$ cat config.mk
export PLATFORM = sky130hd
export DESIGN_NAME = sd_spi_byte_xfer_flat
export DESIGN_NICKNAME = d
export VERILOG_FILES = /design/src/rtl/sd_spi_byte_xfer_pkg.sv /design/src/rtl/sd_spi_byte_xfer_if.sv /design/src/rtl/sd_spi_byte_xfer_half_tick.sv /design/src/rtl/sd_spi_byte_xfer.sv /design/src/flat_wrapper.sv
export SDC_FILE = /design/constraint.sdc
export NUM_CORES = 1
export LEC_CHECK = 0
export CORE_ASPECT_RATIO = 0.6
export CORE_MARGIN = 1.5
export CORE_UTILIZATION = 35
export CTS_BUF_LIST = sky130_fd_sc_hd__clkbuf_8
export CTS_CLUSTER_DIAMETER = 120
export DETAILED_ROUTE_END_ITERATION = 10
export GPL_TIMING_DRIVEN = 0
export HOLD_SLACK_MARGIN = 0.05
export PLACE_DENSITY = 0.65
export SKIP_LAST_GASP = 1
export SLEW_MARGIN = 20
export SYNTH_ARGS = -nofsm -noshare
export SYNTH_HDL_FRONTEND = slang
export SYNTH_SLANG_ARGS = --single-unit
$ cat constraint.sdc
create_clock -name i_clk -period 2.1 [get_ports i_clk]
set_input_delay 0.315 -clock i_clk [delete_from_list [all_inputs] [get_ports i_clk]]
set_output_delay 0.315 -clock i_clk [all_outputs]
set_load 0.05 [all_outputs]
$ cat src/rtl/sd_spi_byte_xfer_pkg.sv
// sd_spi_pkg: shared types and constants for the SD-card SPI byte transceiver.
//   state_e    - transceiver FSM states
//   MODE_*     - i_mode encodings (slow init rate / fast data rate)
//   *_IDLE     - pin levels while no byte is moving
package sd_spi_pkg;
    typedef enum logic [1:0] {IDLE, LOW, HIGH, DONE} state_e;
    localparam logic MODE_SLOW = 1'b0;
    localparam logic MODE_FAST = 1'b1;
    localparam logic SCLK_IDLE = 1'b0;
    localparam logic MOSI_IDLE = 1'b1;
endpackage

$ cat src/rtl/sd_spi_byte_xfer_if.sv
// sd_spi_byte_xfer_if: host-side handshake between the SD command/init controller and the byte transceiver.
//   i_mode, i_start, i_tx_byte, i_cs_assert - controller -> transceiver
//   o_busy, o_done, o_rx_byte               - transceiver -> controller
interface sd_spi_byte_xfer_if;
    logic       i_mode;
    logic       i_start;
    logic [7:0] i_tx_byte;
    logic       i_cs_assert;
    logic       o_busy;
    logic       o_done;
    logic [7:0] o_rx_byte;
    modport master (output i_mode, i_start, i_tx_byte, i_cs_assert, input o_busy, o_done, o_rx_byte);
    modport slave  (input i_mode, i_start, i_tx_byte, i_cs_assert, output o_busy, o_done, o_rx_byte);
endinterface

$ cat src/rtl/sd_spi_byte_xfer_half_tick.sv
// sd_spi_half_tick: loadable half-period counter; ticks when the count reaches HALF-1.
//   i_clk, i_rst_n - clock, async active-low reset
//   i_clr          - force the count back to 0
//   i_load, i_half - capture a new HALF value
//   o_tick         - count == HALF-1 (the count wraps to 0 on the next edge)
module sd_spi_half_tick #(
    parameter int W = 8
) (
    input  logic         i_clk,
    input  logic         i_rst_n,
    input  logic         i_clr,
    input  logic         i_load,
    input  logic [W-1:0] i_half,
    output logic         o_tick
);
    logic [W-1:0] cnt_q, cnt_d, half_q, half_d;

    assign o_tick = cnt_q == half_q - W'(1);

    always_comb begin
        half_d = i_load ? i_half : half_q;
        cnt_d  = (i_clr || o_tick) ? '0 : cnt_q + W'(1);
    end

    always_ff @(posedge i_clk or negedge i_rst_n) begin
        if (!i_rst_n) begin
            cnt_q  <= '0;
            half_q <= '0;
        end else begin
            cnt_q  <= cnt_d;
            half_q <= half_d;
        end
    end
endmodule

$ cat src/rtl/sd_spi_byte_xfer.sv
// sd_spi_byte_xfer: SPI mode-0 master byte transceiver (MSB first) for the SD-card path.
//   i_clk, i_rst_n          - clock, async active-low reset
//   host (slave modport)    - start/mode/tx byte/cs request in; busy/done/rx byte out
//   o_sclk, o_mosi, i_miso  - SPI pins (sclk idles low, mosi idles high)
//   o_cs_n                  - chip select, registered ~i_cs_assert
module sd_spi_byte_xfer
    import sd_spi_pkg::*;
#(
    parameter int SLOW_HALF = 125,
    parameter int FAST_HALF = 2
) (
    input  logic                     i_clk,
    input  logic                     i_rst_n,
    sd_spi_byte_xfer_if.slave        host,
    output logic                     o_sclk,
    output logic                     o_mosi,
    input  logic                     i_miso,
    output logic                     o_cs_n
);
    localparam int HALF_MAX = (SLOW_HALF > FAST_HALF) ? SLOW_HALF : FAST_HALF;
    localparam int CW       = $clog2(HALF_MAX) + 1;

    state_e       state_q, state_d;
    logic [2:0]   bit_cnt_q, bit_cnt_d;
    logic [7:0]   tx_q, tx_d, rx_sr_q, rx_sr_d, rx_byte_q, rx_byte_d;
    logic         sclk_q, sclk_d, mosi_q, mosi_d, cs_n_q, cs_n_d;
    logic         tick, clr, load;
    logic [CW-1:0] half_sel;

    assign half_sel = (host.i_mode == MODE_FAST) ? CW'(FAST_HALF) : CW'(SLOW_HALF);

    sd_spi_half_tick #(.W(CW)) u_half_tick (
        .i_clk   (i_clk),
        .i_rst_n (i_rst_n),
        .i_clr   (clr),
        .i_load  (load),
        .i_half  (half_sel),
        .o_tick  (tick)
    );

    always_comb begin
        state_d   = state_q;
        bit_cnt_d = bit_cnt_q;
        tx_d      = tx_q;
        rx_sr_d   = rx_sr_q;
        rx_byte_d = rx_byte_q;
        sclk_d    = sclk_q;
        mosi_d    = mosi_q;
        cs_n_d    = ~host.i_cs_assert;
        clr       = 1'b0;
        load      = 1'b0;
        case (state_q)
            IDLE: begin
                clr = 1'b1;
                if (host.i_start) begin
                    load      = 1'b1;
                    tx_d      = host.i_tx_byte;
                    mosi_d    = host.i_tx_byte[7];
                    bit_cnt_d = '0;
                    state_d   = LOW;
                end
            end
            LOW: if (tick) begin
                sclk_d  = 1'b1;
                rx_sr_d = {rx_sr_q[6:0], i_miso};
                state_d = HIGH;
            end
            HIGH: if (tick) begin
                sclk_d = 1'b0;
                if (bit_cnt_q == 3'd7) begin
                    mosi_d    = MOSI_IDLE;
                    rx_byte_d = rx_sr_q;   // published on entry so it is valid in the done cycle
                    state_d   = DONE;
                end else begin
                    bit_cnt_d = bit_cnt_q + 3'd1;
                    tx_d      = {tx_q[6:0], 1'b0};
                    mosi_d    = tx_q[6];
                    state_d   = LOW;
                end
            end
            default: begin
                clr     = 1'b1;
                state_d = IDLE;
            end
        endcase
    end

    always_ff @(posedge i_clk or negedge i_rst_n) begin
        if (!i_rst_n) begin
            state_q   <= IDLE;
            bit_cnt_q <= '0;
            tx_q      <= '0;
            rx_sr_q   <= '0;
            rx_byte_q <= '0;
            sclk_q    <= SCLK_IDLE;
            mosi_q    <= MOSI_IDLE;
            cs_n_q    <= 1'b1;
        end else begin
            state_q   <= state_d;
            bit_cnt_q <= bit_cnt_d;
            tx_q      <= tx_d;
            rx_sr_q   <= rx_sr_d;
            rx_byte_q <= rx_byte_d;
            sclk_q    <= sclk_d;
            mosi_q    <= mosi_d;
            cs_n_q    <= cs_n_d;
        end
    end

    assign host.o_busy    = state_q != IDLE;
    assign host.o_done    = state_q == DONE;
    assign host.o_rx_byte = rx_byte_q;
    assign o_sclk         = sclk_q;
    assign o_mosi         = mosi_q;
    assign o_cs_n         = cs_n_q;
endmodule

$ cat src/flat_wrapper.sv
// flat-port wrapper written by rule: the top's interface ports become plain ports
module sd_spi_byte_xfer_flat import sd_spi_pkg::*;
#(
    parameter int SLOW_HALF = 125,
    parameter int FAST_HALF = 2
)
  (i_clk, i_rst_n, o_sclk, o_mosi, i_miso, o_cs_n, host_i_mode, host_i_start, host_i_tx_byte, host_i_cs_assert, host_o_busy, host_o_done, host_o_rx_byte);
  sd_spi_byte_xfer_if host_i ();
  input  logic i_clk;
  input  logic i_rst_n;
  output logic o_sclk;
  output logic o_mosi;
  input  logic i_miso;
  output logic o_cs_n;
  input wire logic [$bits(host_i.i_mode)-1:0] host_i_mode;
  input wire logic [$bits(host_i.i_start)-1:0] host_i_start;
  input wire logic [$bits(host_i.i_tx_byte)-1:0] host_i_tx_byte;
  input wire logic [$bits(host_i.i_cs_assert)-1:0] host_i_cs_assert;
  output wire logic [$bits(host_i.o_busy)-1:0] host_o_busy;
  output wire logic [$bits(host_i.o_done)-1:0] host_o_done;
  output wire logic [$bits(host_i.o_rx_byte)-1:0] host_o_rx_byte;
  assign host_i.i_mode = host_i_mode;
  assign host_i.i_start = host_i_start;
  assign host_i.i_tx_byte = host_i_tx_byte;
  assign host_i.i_cs_assert = host_i_cs_assert;
  assign host_o_busy = host_i.o_busy;
  assign host_o_done = host_i.o_done;
  assign host_o_rx_byte = host_i.o_rx_byte;
  sd_spi_byte_xfer #(.SLOW_HALF(SLOW_HALF), .FAST_HALF(FAST_HALF)) u_core (.i_clk(i_clk), .i_rst_n(i_rst_n), .host(host_i), .o_sclk(o_sclk), .o_mosi(o_mosi), .i_miso(i_miso), .o_cs_n(o_cs_n));
endmodule
==> summary.md, run 1 <==
| Metric | Value |
|---|---|
| Detailed-route wire length | `4.12 mm` |
| FF+latch area | `1030 sq um` |
| Top cells by count, synth | `39 x dfrtp_1, 29 x mux2_2, 13 x nand2_1, 12 x nor2_1, 10 x ha_1` |
| GRT Total Usage | `13.4%` |
| Final Slew Violations | `0` |
| Sequential-to-total area share from yosys stat | `51.6%` |
| Internal power | `2.14 mW` |
| Logic pwr share | `46.9%` |
| CTS Root Cell | `clkbuf_8` |
| Proportion of layout cells with a drive suffix above 1 | `36.4%` |
| Post-route ant nets | `0` |
| Highest metal used | `met4` |
| Core box area | `5540 sq um` |
| Worst Setup Path Type | `flip-flop to flip-flop` |
| Vias in the first global route | `1,252` |
| Worst vdd ir | `0.552 mV` |
| Metal1 wirelength | `2.18 mm` |
| Total grt overflow | `0` |
| Initial Util | `36.0%` |
| Period minus WS final | `2.29 ns` |
| First-pass GRT wire length | `6.26 mm` |
| Setup-failing EPs final | `17` |
| Layout fillers | `504` |
| Total CTS buffers | `5` |
| Layout Cells excl Fill | `294` |
| 1st-iter DRT viols | `28` |
| WP data arrival | `2.47 ns` |
| Die area | `6170 sq um` |
| Clk slew on worst S/H paths | `0.08 ns` |
| Post-synth top flop | `dfrtp_1` |
| Multi-input gate area | `1100 sq um` |
| Via count | `1,369` |
| Met3 routed WL | `159 microns` |
| Mean Syn Cell Area | `12.1 sq um` |
| DIE HEIGHT | `61.5 microns` |
| # clock sinks | `41` |
| CTS max path bufs | `2` |
| # nets final | `237` |
| Met2 WL post-DR | `1.72 mm` |
| Crit-path max FO | `6` |
| PD cells | `1190 nW/um^2` |
| DR WL/cell | `14.0 microns` |
| Worst setup margin | `-0.186 ns` |
| Clock network power share | `18.8%` |
| Reg2reg path depth | `9` |
| Largest net degree at the start of global routing | `33` |
| Synth area leader | `dfrtp_1` |
| Initial antenna violation count | `0` |
| Drt first pass iters | `4` |
| GP Congestion | `0.748` |
| Syn Std Cell Area | `1990 sq um` |
| RSZ-0062 raised after global routing | `yes` |
| Post-Syn Nets | `189` |
| Fin crit share | `109%` |
| Std cell rows | `21` |
| Area delta synth->final | `42.2%` |
| Final Hold Vio Count | `0` |
| Main area contributors after synthesis | `dfrtp_1 49%, mux2_2 16%, ha_1 6.3%` |
| FF+latch count, synth | `41` |
| Synth warn | `0` |
| Hpwl dp | `2.52 mm` |
| Slew @ Worst Pin | `0.609 ns` |
| H-Tree Depth | `2` |
| Via-to-Cell Ratio | `4.66` |
| Total power | `3.38 mW` |
| Die width | `100 microns` |
| Dpl cells | `272` |
| Max Freq | `437 MHz` |
| Failing checks | `setup timing` |
| Mapped Cells | `165` |
| Async SR Flop Fraction | `100%` |
| Req. time, crit path | `2.28 ns` |
| Worst Setup End Kind | `flip-flop` |
| Skew final | `0.00283 ns` |
| Count leader, synth | `dfrtp_1` |
| MaxCap Viol Count | `0` |
| Rel. slew slack | `59.2%` |
| Diodes inserted | `0` |
| Flop pwr share | `34.3%` |
| Worst min-delay path class | `input port to asynchronous set/reset pin` |
| # DRC | `0` |
| Leak Pwr | `1.34 nW` |
| CP startpoint kind | `flip-flop` |
| Number of flops mapped to enable cells by yosys | `0` |
| CTS tree | `done` |
| Post-synth cell types | `33` |
| Clk_lat worst skew | `0.29 ns` |
| Net Switching | `1.24 mW` |
| Share of the synthesized area in the top cell type | `49.0%` |
| Port bufs | `26` |
| Sw Ratio | `36.7%` |
| Status | `finished, violations left` |
| IO Count | `27` |
worst max-delay path, cell delays in order (launching register included):
cell and delay, ns:
dfrtp_1 0.42, inv_4 0.12, ha_4 0.15, nor4b_4 0.19, o211ai_1 0.17, or3_1 0.42, buf_6 0.14, a21oi_4 0.13
buf_12 0.14, mux2_4 0.29
layout make-up:
cell class | instances | area share [%]
Multi-Input combinational cell | 112 | 38.9
Timing Repair Buffer | 41 | 15.3
Tap cell | 80 | 3.53
Clock inverter | 3 | 1.50
Inverter | 8 | 1.15
Clock buffer | 5 | 2.43
Buffer | 4 | 0.883
Sequential cell | 41 | 36.3
logic make-up after synthesis:
group,count (synthesis),synth area share [%]
xor+xnor,11,4.83
simple gates,44,11.4
flops,41,51.6
compound gates,15,5.65
fa+ha+maj,10,6.28
buf+inv,13,2.82
mux,31,17.4
flip-flops by register name, indices dropped and copies added (netlist names):
signal / cells
u_core.o_mosi: 1
u_core.u_half_tick.cnt_q: 8
u_core.bit_cnt_q: 3
u_core.host.o_rx_byte: 8
u_core.state_q: 2
u_core.rx_sr_q: 8
u_core.u_half_tick.half_q: 2
u_core.o_sclk: 1
u_core.o_cs_n: 1
u_core.tx_q: 7
layer usage:
| metal | track usage, % | vias up |
|---|---|---|
| met5 | 0 | - |
| met3 | 4.65 | 7 |
| met2 | 19.3 | 19 |
| met4 | 3.82 | 0 |
| li1 | - | 667 |
| met1 | 19.2 | 676 |
power by group through the flow:
stage / sequential (mW) / combinational [mW] / clock (mW)
2_1_floorplan: 1.18 / 0.790 / 0
3_3_place_gp: 1.15 / 1.09 / 0
3_5_place_dp: 1.15 / 1.12 / 0
4_1_cts: 1.14 / 1.22 / 0.657
5_1_grt: 1.19 / 1.74 / 0.690
6_report: 1.16 / 1.59 / 0.636
placed cells by master (no fill, tap or decap), drive strengths merged, types with 2 or more instances in the layout:
cell,n
a21oi,6
nand3,7
a2bb2oi,2
clkdlybuf4s50,23
nor2,13
clkbuf,9
nand2,14
buf,16
inv,9
and3,2
or2,2
mux2i,2
dfrtp,39
xnor2,3
ha,10
xor2,8
mux2,29
dfstp,2
o311ai,2
stage by stage:
step,utilization (%),setup TNS [ns],hold WS [ns],setup slack [ns],instance area (sq um)
finish,51.1,-2.14,0.423,-0.186,2840
detailed placement,42.7,-3.79,0.202,-0.262,2370
CTS,46.1,-2.21,0.424,-0.168,2560
global placement,42.5,-17.91,0.485,-0.378,2350
global route,51.1,-4.01,0.427,-0.256,2840
floorplan,-,0,0.0194,0.00866,1990
repair_timing:
item | CTS | global route
gates cloned | 0 | 1
hold buffers | 1 | 0
setup endpoints to repair | 36 | 32
pin swaps | 6 | 11
resized for setup | 8 | 44
buffers inserted | 5 | 9
endpoints found under the hold margin | 9 | 0
path summary, 6_finish.rpt:
path                            slack [ns]                          from                          end
worst max-delay path                 -0.19  u_core.u_half_tick.half_q[5]               u_core.tx_q[4]
worst min-delay path                  0.42                       i_rst_n  u_core.u_half_tick.cnt_q[6]
worst max register to register       -0.19  u_core.u_half_tick.half_q[5]               u_core.tx_q[4]
worst min register to register        0.51                u_core.tx_q[1]               u_core.tx_q[1]
max in group asynchronous             1.16                       i_rst_n                u_core.o_mosi
min in group i_clk                    0.50              host_i_cs_assert                u_core.o_cs_n
Power figures use the tool's default switching activity.
==> run 2: changes to the inputs <==
--- a/config.mk
+++ b/config.mk
@@ -13,7 +13,7 @@
 export DETAILED_ROUTE_END_ITERATION = 10
 export GPL_TIMING_DRIVEN = 0
 export HOLD_SLACK_MARGIN = 0.05
-export PLACE_DENSITY = 0.65
+export PLACE_DENSITY = 0.63
 export SKIP_LAST_GASP = 1
 export SLEW_MARGIN = 20
 export SYNTH_ARGS = -nofsm -noshare
==> constraint.sdc (replaced) <==
create_clock -name i_clk -period 2.8 [get_ports i_clk]
set_input_delay 0.56 -clock i_clk [delete_from_list [all_inputs] [get_ports i_clk]]
set_output_delay 0.56 -clock i_clk [all_outputs]
set_load 0.05 [all_outputs]
==> run 2 against run 1 <==
  * The run now ends clean
  * Largest cell class is now sequential cells
  * Critical endpoint is now host_o_busy
  * Total power fell by 36%
  * Clock skew rose by 0.0043 ns
  * Critical path depth fell by 5
  * Highest routed layer unchanged
  * Largest power group is now sequential cells
  * Clock power fell by 24%
  * Global-route usage fell by 0.40 points
==> summary.md, run 2 (synthesis gave the netlist of run 1 again) <==
| Metric | Value |
|---|---|
| Setup-failing EPs final | `0` |
| TNS Setup | `0 ns` |
| Die width | `100 microns` |
| Met3 routed WL | `141 microns` |
| Vias in the first global route | `1,222` |
| 1st-iter DRT viols | `25` |
| Rel. slew slack | `52.9%` |
| Std cell rows | `21` |
| Drt first pass iters | `4` |
| DIE HEIGHT | `61.5 microns` |
| Setup Buffers After CTS | `0` |
| H-Tree Depth | `2` |
| Clock network power share | `22.3%` |
| Worst r2r src | `u_core.u_half_tick.half_q[5]` |
| Core box area | `5540 sq um` |
| Sw Ratio | `36.4%` |
| Detailed-route wire length | `3.53 mm` |
| Port bufs | `26` |
| CTS tree | `done` |
| Die area | `6170 sq um` |
| GP Congestion | `0.818` |
| Metal1 wirelength | `1.93 mm` |
| Highest metal used | `met4` |
| WP data arrival | `2.02 ns` |
| Layout Cells excl Fill | `280` |
| Period minus WS final | `2.58 ns` |
| Final Slew Violations | `0` |
| Diodes inserted | `0` |
| Post-route ant nets | `0` |
| Net Switching | `0.790 mW` |
| # DRC | `0` |
| Worst Setup End Kind | `output pin` |
| CTS Root Cell | `clkbuf_8` |
| GRT Total Usage | `13.0%` |
| Met2 WL post-DR | `1.41 mm` |
| Skew final | `0.00717 ns` |
| Dpl cells | `272` |
| Clk_lat worst skew | `0.30 ns` |
| Via count | `1,295` |
| Slew @ Worst Pin | `0.705 ns` |
| CP startpoint kind | `flip-flop` |
| Area delta synth->final | `24.4%` |
| Crit path from | `u_core.state_q[0]` |
| Clk slew on worst S/H paths | `0.09 ns` |
| Worst setup margin | `0.220 ns` |
| Post-CTS Resized | `0` |
| Buf+Inv Stages, Crit Path | `3` |
| MaxCap Viol Count | `0` |
| Setup Slack @ Placement | `0.424 ns` |
| Req. time, crit path | `2.24 ns` |
| Flop pwr share | `39.1%` |
| Design Area, Final | `2480 sq um` |
| Via-to-Cell Ratio | `4.63` |
| Crit path top cell by count | `inv_1` |
| Commonest cells after routing, fill and taps aside | `39 x dfrtp_1, 29 x mux2_2, 25 x clkdlybuf4s50_1` |
| WHS | `0.126 ns` |
| Worst Setup Path Type | `flip-flop to output pin` |
| CTS max path bufs | `2` |
| Initial antenna violation count | `0` |
| Crit-path cells | `inv_1 -> ha_1 -> inv_1 -> clkdlybuf4s50_1` |
| Leading cell type in the layout, fill and taps excluded | `dfrtp_1` |
| Total CTS buffers | `5` |
| RSZ-0062 raised after global routing | `no` |
| Internal power | `1.38 mW` |
| DR WL/cell | `12.6 microns` |
| Slowest cell on the critical path | `clkdlybuf4s50_1` |
| First-pass GRT wire length | `6.01 mm` |
| Logic pwr share | `38.6%` |
| # nets final | `223` |
| Hpwl dp | `2.52 mm` |
| Final Hold Vio Count | `0` |
| DP Area | `2370 sq um` |
| Worst min-delay path class | `input port to asynchronous set/reset pin` |
| Fin crit share | `92.1%` |
| Total grt overflow | `0` |
| PD cells | `875 nW/um^2` |
| Crit-path max FO | `6` |
| Top delay family on crit path | `buffers and inverters` |
| Proportion of layout cells with a drive suffix above 1 | `23.0%` |
| Worst vdd ir | `0.339 mV` |
| Max Freq | `388 MHz` |
| IO Count | `27` |
| Initial Util | `36.0%` |
| Hold buffer count at CTS | `0` |
| # clock sinks | `41` |
| Crit path largest cell delay | `0.81 ns` |
| Status | `finished, final reports clean` |
| Leak Pwr | `1.14 nW` |
| Largest net degree at the start of global routing | `32` |
[run 2: changes by cell type in the layout (fill, tap and decap cells not counted), sizes merged]
cell,delta
clkbuf,-1
dlymetal6s2s,-1
dlygate4sd3,-1
clkdlybuf4s50,+2
buf,-12
nand2,-1
[run 2: layout make-up]
| type | count | area, sq um |
|---|---|---|
| Buffer | 5 | 26.3 |
| Sequential cell | 41 | 1030 |
| Tap cell | 80 | 100 |
| Clock inverter | 3 | 42.5 |
| Timing Repair Buffer | 27 | 275 |
| Fill cell | 539 | 3060 |
| Clock buffer | 5 | 68.8 |
| Inverter | 8 | 30.0 |
| Multi-Input combinational cell | 111 | 908 |
[run 2: through the flow]
step	power [mW]	util, %
3_5_place_dp	1.70	42.7
4_1_cts	2.20	44.7
2_1_floorplan	1.48	-
3_3_place_gp	1.68	42.5
6_report	2.17	44.7
5_1_grt	2.34	44.7
[run 2: worst paths after layout]
path	end	slack [ns]	cells after the start
max in group asynchronous	u_core.o_cs_n	2.16	2
min in group i_clk	u_core.o_mosi	0.51	1
max	host_o_busy	0.22	4
min	u_core.tx_q[2]	0.13	1
max reg2reg	u_core.host.o_rx_byte[4]	0.45	8
min reg2reg	u_core.o_mosi	0.51	1
[run 2: metal layers]
metal  global-route usage, %  vias up
li1                        -      639
met1                    19.3      632
met2                    17.6       19
met3                    4.54        5
met4                    4.23        0
met5                       0        -
[run 2: power by group through the flow]
stage          Combinational [mW]  Sequential, mW  Clock [mW]
2_1_floorplan               0.592           0.886           0
3_3_place_gp                0.819           0.856           0
3_5_place_dp                0.840           0.859           0
4_1_cts                     0.846           0.850       0.502
5_1_grt                     0.937           0.875       0.527
6_report                    0.837           0.849       0.484
==> run 3: changes to the inputs <==
--- a/config.mk
+++ b/config.mk
@@ -11,7 +11,6 @@
 export CTS_BUF_LIST = sky130_fd_sc_hd__clkbuf_8
 export CTS_CLUSTER_DIAMETER = 120
 export DETAILED_ROUTE_END_ITERATION = 10
-export GPL_TIMING_DRIVEN = 0
 export HOLD_SLACK_MARGIN = 0.05
 export PLACE_DENSITY = 0.63
 export SKIP_LAST_GASP = 1
==> run 3 against run 2 <==
  * Design area down 2.0%
  * Core utilization fell by 0.88 points
  * Critical endpoint unchanged
  * Clock power fell by 15%
  * Total power fell by 2.9%
  * Global-route usage fell by 0.16 points
==> summary.md, run 3 (synthesis gave the netlist of run 1 again) <==
| Metric | Value |
|---|---|
| Status | `finished, final reports clean` |
| Initial antenna violation count | `0` |
| Layout fillers | `534` |
| Diodes inserted | `0` |
| Port bufs | `26` |
| Req. time, crit path | `2.24 ns` |
| RSZ-0062 raised after global routing | `no` |
| Worst min-delay path class | `input port to asynchronous set/reset pin` |
| Via count | `1,298` |
| Core box area | `5540 sq um` |
| Slowest cell on the critical path | `clkdlybuf4s50_1` |
| Buf+Inv Stages, Crit Path | `3` |
| GP Congestion | `0.757` |
| CTS Root Cell | `clkbuf_8` |
| Slew @ Worst Pin | `0.895 ns` |
| Crit-path cells | `inv_1 -> ha_1 -> inv_1 -> clkdlybuf4s50_1` |
| Critical path depth | `4` |
| Setup-failing EPs final | `0` |
| Setup Slack @ Placement | `0.441 ns` |
| Fin crit share | `93.3%` |
| CTS tree | `done` |
| First-pass GRT wire length | `5.99 mm` |
| Setup Buffers After CTS | `0` |
| Proportion of layout cells with a drive suffix above 1 | `24.0%` |
| Final Slew Violations | `0` |
| Post-CTS Resized | `0` |
| # clock sinks | `41` |
| Initial Util | `36.0%` |
| Post-route ant nets | `0` |
| Crit path largest cell delay | `0.81 ns` |
| Worst r2r src | `u_core.u_half_tick.half_q[5]` |
| Clk slew on worst S/H paths | `0.09 ns` |
| Via-to-Cell Ratio | `4.70` |
| Leading cell type in the layout, fill and taps excluded | `dfrtp_1` |
| Std cell rows | `21` |
| Worst setup margin | `0.188 ns` |
| Hold buffer count at CTS | `0` |
| Clk_lat worst skew | `0.30 ns` |
| CP startpoint kind | `flip-flop` |
| CTS max path bufs | `2` |
| Worst reg2reg path endpoint | `u_core.tx_q[1]` |
| Drt first pass iters | `4` |
| GRT Total Usage | `12.9%` |
| Vias in the first global route | `1,274` |
| Hpwl dp | `2.51 mm` |
| Crit path top cell by count | `inv_1` |
| Skew final | `0.00743 ns` |
| MaxCap Viol Count | `0` |
| Total grt overflow | `0` |
| FF+latch area | `1030 sq um` |
| Die area | `6170 sq um` |
| PD cells | `867 nW/um^2` |
| # DRC | `0` |
| Detailed-route wire length | `3.56 mm` |
| Multi-input gate area | `908 sq um` |
| Crit-path max FO | `6` |
| Worst vdd ir | `0.377 mV` |
| Total CTS buffers | `5` |
| 1st-iter DRT viols | `49` |
| Area delta synth->final | `22.0%` |
| Reg2reg path depth | `7` |
| Period minus WS final | `2.61 ns` |
| Design Area, Final | `2430 sq um` |
| TNS Setup | `0 ns` |
| Rel. slew slack | `40.3%` |
| Worst Setup End Kind | `output pin` |
| Worst Setup Path Type | `flip-flop to output pin` |
| Die width | `100 microns` |
| Largest net degree at the start of global routing | `42` |
| # nets final | `219` |
| Final Hold Vio Count | `0` |
| DIE HEIGHT | `61.5 microns` |
| Leak Pwr | `1.11 nW` |
| WP data arrival | `2.05 ns` |
| Flop2flop setup slack | `0.46 ns` |
| IO Count | `27` |
| DP Area | `2340 sq um` |
| H-Tree Depth | `2` |
| Commonest cells after routing, fill and taps aside | `39 x dfrtp_1, 29 x mux2_2, 25 x clkdlybuf4s50_1` |
| Top delay family on crit path | `buffers and inverters` |
| DR WL/cell | `12.9 microns` |
| Max Freq | `383 MHz` |
-- run 3: worst max path at each step --
| stage | end | startpoint | slack (ns) |
|---|---|---|---|
| global route | host_o_busy | u_core.state_q[0] | 0.1 |
| floorplan | u_core.tx_q[1] | u_core.u_half_tick.half_q[5] | 0.67 |
| global placement | u_core.tx_q[4] | u_core.u_half_tick.half_q[5] | 0.53 |
| CTS | host_o_busy | u_core.state_q[0] | 0.19 |
| detailed placement | u_core.tx_q[3] | u_core.u_half_tick.half_q[5] | 0.44 |
| finish | host_o_busy | u_core.state_q[0] | 0.19 |
-- run 3: worst register-to-register path, stage by stage (launching register included) --
cell      delay, ns
dfrtp_1        0.39
inv_1          0.12
ha_1           0.22
nor4b_2        0.22
o211ai_1       0.14
or3_1          0.48
a21oi_4        0.30
mux2_2         0.36
-- run 3: power breakdown --
group	internal, mW	switching (mW)
Sequential	0.741	0.114
Combinational	0.386	0.457
Clock	0.182	0.228
-- run 3: per-stage QoR --
stage / hold WS (ns) / power [mW] / instances / util (%)
after floorplan: 0.264 / 1.48 / 165 / -
after global placement: 0.488 / 1.69 / 268 / 42.2
after detailed placement: 0.490 / 1.72 / 268 / 42.2
after CTS: 0.420 / 2.14 / 276 / 43.9
after global routing: 0.446 / 2.25 / 276 / 43.9
final: 0.380 / 2.11 / 276 / 43.9
-- run 3: layout make-up --
| cell class | instances | area share (%) |
|---|---|---|
| clock inverter | 3 | 1.03 |
| multi-input combinational | 111 | 37.4 |
| sequential | 41 | 42.3 |
| timing repair buffer | 28 | 11.1 |
| inverter | 8 | 1.24 |
| tap | 80 | 4.12 |
| clock buffer | 5 | 2.83 |
-- run 3: routing by layer --
layer | vias up | part of all wire (%) | track usage [%]
li1 | 635 | - | -
met1 | 638 | 54 | 18.0
met2 | 20 | 41 | 18.9
met3 | 5 | 3.4 | 4.09
met4 | 0 | 0.95 | 4.83
met5 | - | 0 | 0
==> edit: new RTL, flow settings as in run 3 <==
`SLOW_HALF` is set to 125 in 2 places; all go to 250.
--- a/src/rtl/sd_spi_byte_xfer.sv
+++ b/src/rtl/sd_spi_byte_xfer.sv
@@ -8,3 +8,3 @@
 #(
-    parameter int SLOW_HALF = 125,
+    parameter int SLOW_HALF = 250,
     parameter int FAST_HALF = 2
--- a/src/flat_wrapper.sv
+++ b/src/flat_wrapper.sv
@@ -3,3 +3,3 @@
 #(
-    parameter int SLOW_HALF = 125,
+    parameter int SLOW_HALF = 250,
     parameter int FAST_HALF = 2
Formal check against the unedited RTL: no difference found for any inputs over 10 cycles, from zero or initial values and one cycle with i_rst_n low; that may be too few to reach the edited logic, so the function may still have changed.
==> edit against run 3 <==
- design area rose by 3.6%
- routed wire length grew 16%
- worst setup slack got worse by 0.045 ns
- total power fell by 0.50%
- combinational power grew 0.8%
- synthesized cell count is 14% higher
- sequential cell count is 1 higher
- clock power is 4% lower
- sequential power hardly changed
- area after synthesis rose by 3.5%
- largest cell class unchanged
- highest routed layer unchanged
==> edit: results (changes against run 3) <==
| Metric | Value |
|---|---|
| Post-CTS resize count | `0 (unchanged)` |
| Via density | `4.90 (+4.1%)` |
| Fillers | `575 (+7.7%)` |
| Synth top area share | `48.5% (-0.45 points)` |
| Pins Over Slew Limit | `0 (unchanged)` |
| Largest net degree at the start of global routing | `25 (-40%)` |
| Reg-to-Reg Start | `u_core.u_half_tick.cnt_q[5]` |
| Yosys warns | `0 (unchanged)` |
| Synth unique cells | `34 (+3.0%)` |
| Top post-synthesis cells by area | `dfrtp_1 49%, mux2_2 9.3%, ha_1 5.5%` |
| Antenna cells | `0 (unchanged)` |
| Final Skew | `0.0118 ns (+0.00438 ns)` |
| Hpwl dp | `2.94 mm (+17%)` |
| Reg with most FFs | `u_core.u_half_tick.cnt_q` |
| Arrival @ worst endpoint | `2.10 ns (+0.05 ns)` |
| Share of flip-flops with an asynchronous set or reset | `100% (unchanged)` |
| Iter 0 DRT Violations | `47 (-4.1%)` |
| Vias in the first global route | `1463 (+15%)` |
| Status | `finished, final reports clean` |
| Global-route usage over all layers | `14.5% (+1.7 points)` |
| Port bufs | `26 (unchanged)` |
| Worst IR Drop VDD | `0.000261 V (-31%)` |
| Layout cells sized above 1 | `19.1% (-4.9 points)` |
| Depth of the worst register-to-register path | `6 (-1)` |
| Reg2reg setup slack | `0.37 ns (-0.09 ns)` |
| CP Max Fanout | `10 (+4)` |
| Max reg flops | `9` |
| Worst Tran Pin Value | `0.596 ns (-0.299 ns)` |
| Clk buf depth | `2 (unchanged)` |
| Initial antenna violation count | `0 (unchanged)` |
| Routed WL | `4.13 mm (+16%)` |
| Static leakage | `0.00117 uW (+4.8%)` |
| Routability cong. | `0.788 (+4.0%)` |
| Sequential share of the synthesized area | `51.1% (-0.54 points)` |
| Critical R2R Capture | `u_core.host.o_rx_byte[0]` |
| Global-route wire length before repair | `7.18 mm (+20%)` |
| Tightest Hold Check Type | `in2async` |
| Number of CTS-inserted buffers | `5 (unchanged)` |
| Hold_ws | `0.196 ns (-0.183 ns)` |
| Nets | `242 (+11%)` |
| Syn_nets | `211 (+12%)` |
| Post-CTS Setup Repair Bufs | `0 (unchanged)` |
| Top cell types by occurrence after synthesis | `40 x dfrtp_1, 18 x nand2_1, 17 x mux2_2, 17 x nor2_1` |
-- edit: cell count changes in the layout (fill, tap and decap cells not counted), sizes merged, moves of 6 or more --
cell          run 3  this run
mux2             29        17
o21ai             0         8
nor2             13        19
o221a             0         6
-- edit: routing by layer --
layer  global-route usage, %  vias up  wire (um)
met5                       0        -          0
met4                    4.11        0         44
met3                    3.80        6        172
met2                    19.7       32       1700
met1                    22.4      716       2220
li1                        -      715          -
-- edit: worst max-delay path, cell delays in order, from the launching register on --
cell             delay, ns
dfrtp_1               0.41
inv_1                 0.10
ha_1                  0.34
inv_1                 0.15
clkdlybuf4s50_1       0.81
-- edit: final cells by class --
class | instances | area share [%]
clock buffers | 5 | 2.73
clock inverters | 3 | 0.845
inverters | 9 | 1.34
multi-input cells | 130 | 37.7
flip-flops and latches | 42 | 41.8
well taps | 80 | 3.97
repair buffers | 31 | 11.6
-- edit: power by group --
group | switching [uW] | internal (uW) | leakage [uW]
clock | 217 | 175 | 0.0000441
combinational | 492 | 358 | 0.000581
sequential | 109 | 747 | 0.000540
-- edit: worst max-delay path by stage --
stage,startpoint,endpoint,slack (ns),cells past startpoint
floorplan,u_core.state_q[0],u_core.tx_q[5],0.43,8
global placement,u_core.u_half_tick.cnt_q[5],u_core.host.o_rx_byte[0],0.41,6
detailed placement,u_core.u_half_tick.cnt_q[5],u_core.host.o_rx_byte[0],0.36,6
CTS,u_core.state_q[0],host_o_busy,0.12,4
global route,u_core.state_q[0],host_o_busy,0.05,4
finish,u_core.state_q[0],host_o_busy,0.14,4
-- edit: metrics by stage --
stage               instance area (um^2)  worst slack (ns)  instances
floorplan                           2060             0.433        188
global placement                    2430             0.406        292
detailed placement                  2430             0.361        292
CTS                                 2520             0.123        300
global route                        2520            0.0522        300
finish                              2520             0.143        300
-- edit: kinds of logic (layout without fill, tap and decap cells) --
kind of cell	count (synthesis)	in the layout	synth area share, %
AOI/OAI and AO/OA	29	29	11.2
buffers and inverters	16	48	2.97
xor gates and xnor gates	9	9	3.82
adders and majority gates	9	9	5.46
DFF	42	42	51.1
muxes	19	19	10.2
and+or+nand+nor	64	64	15.3
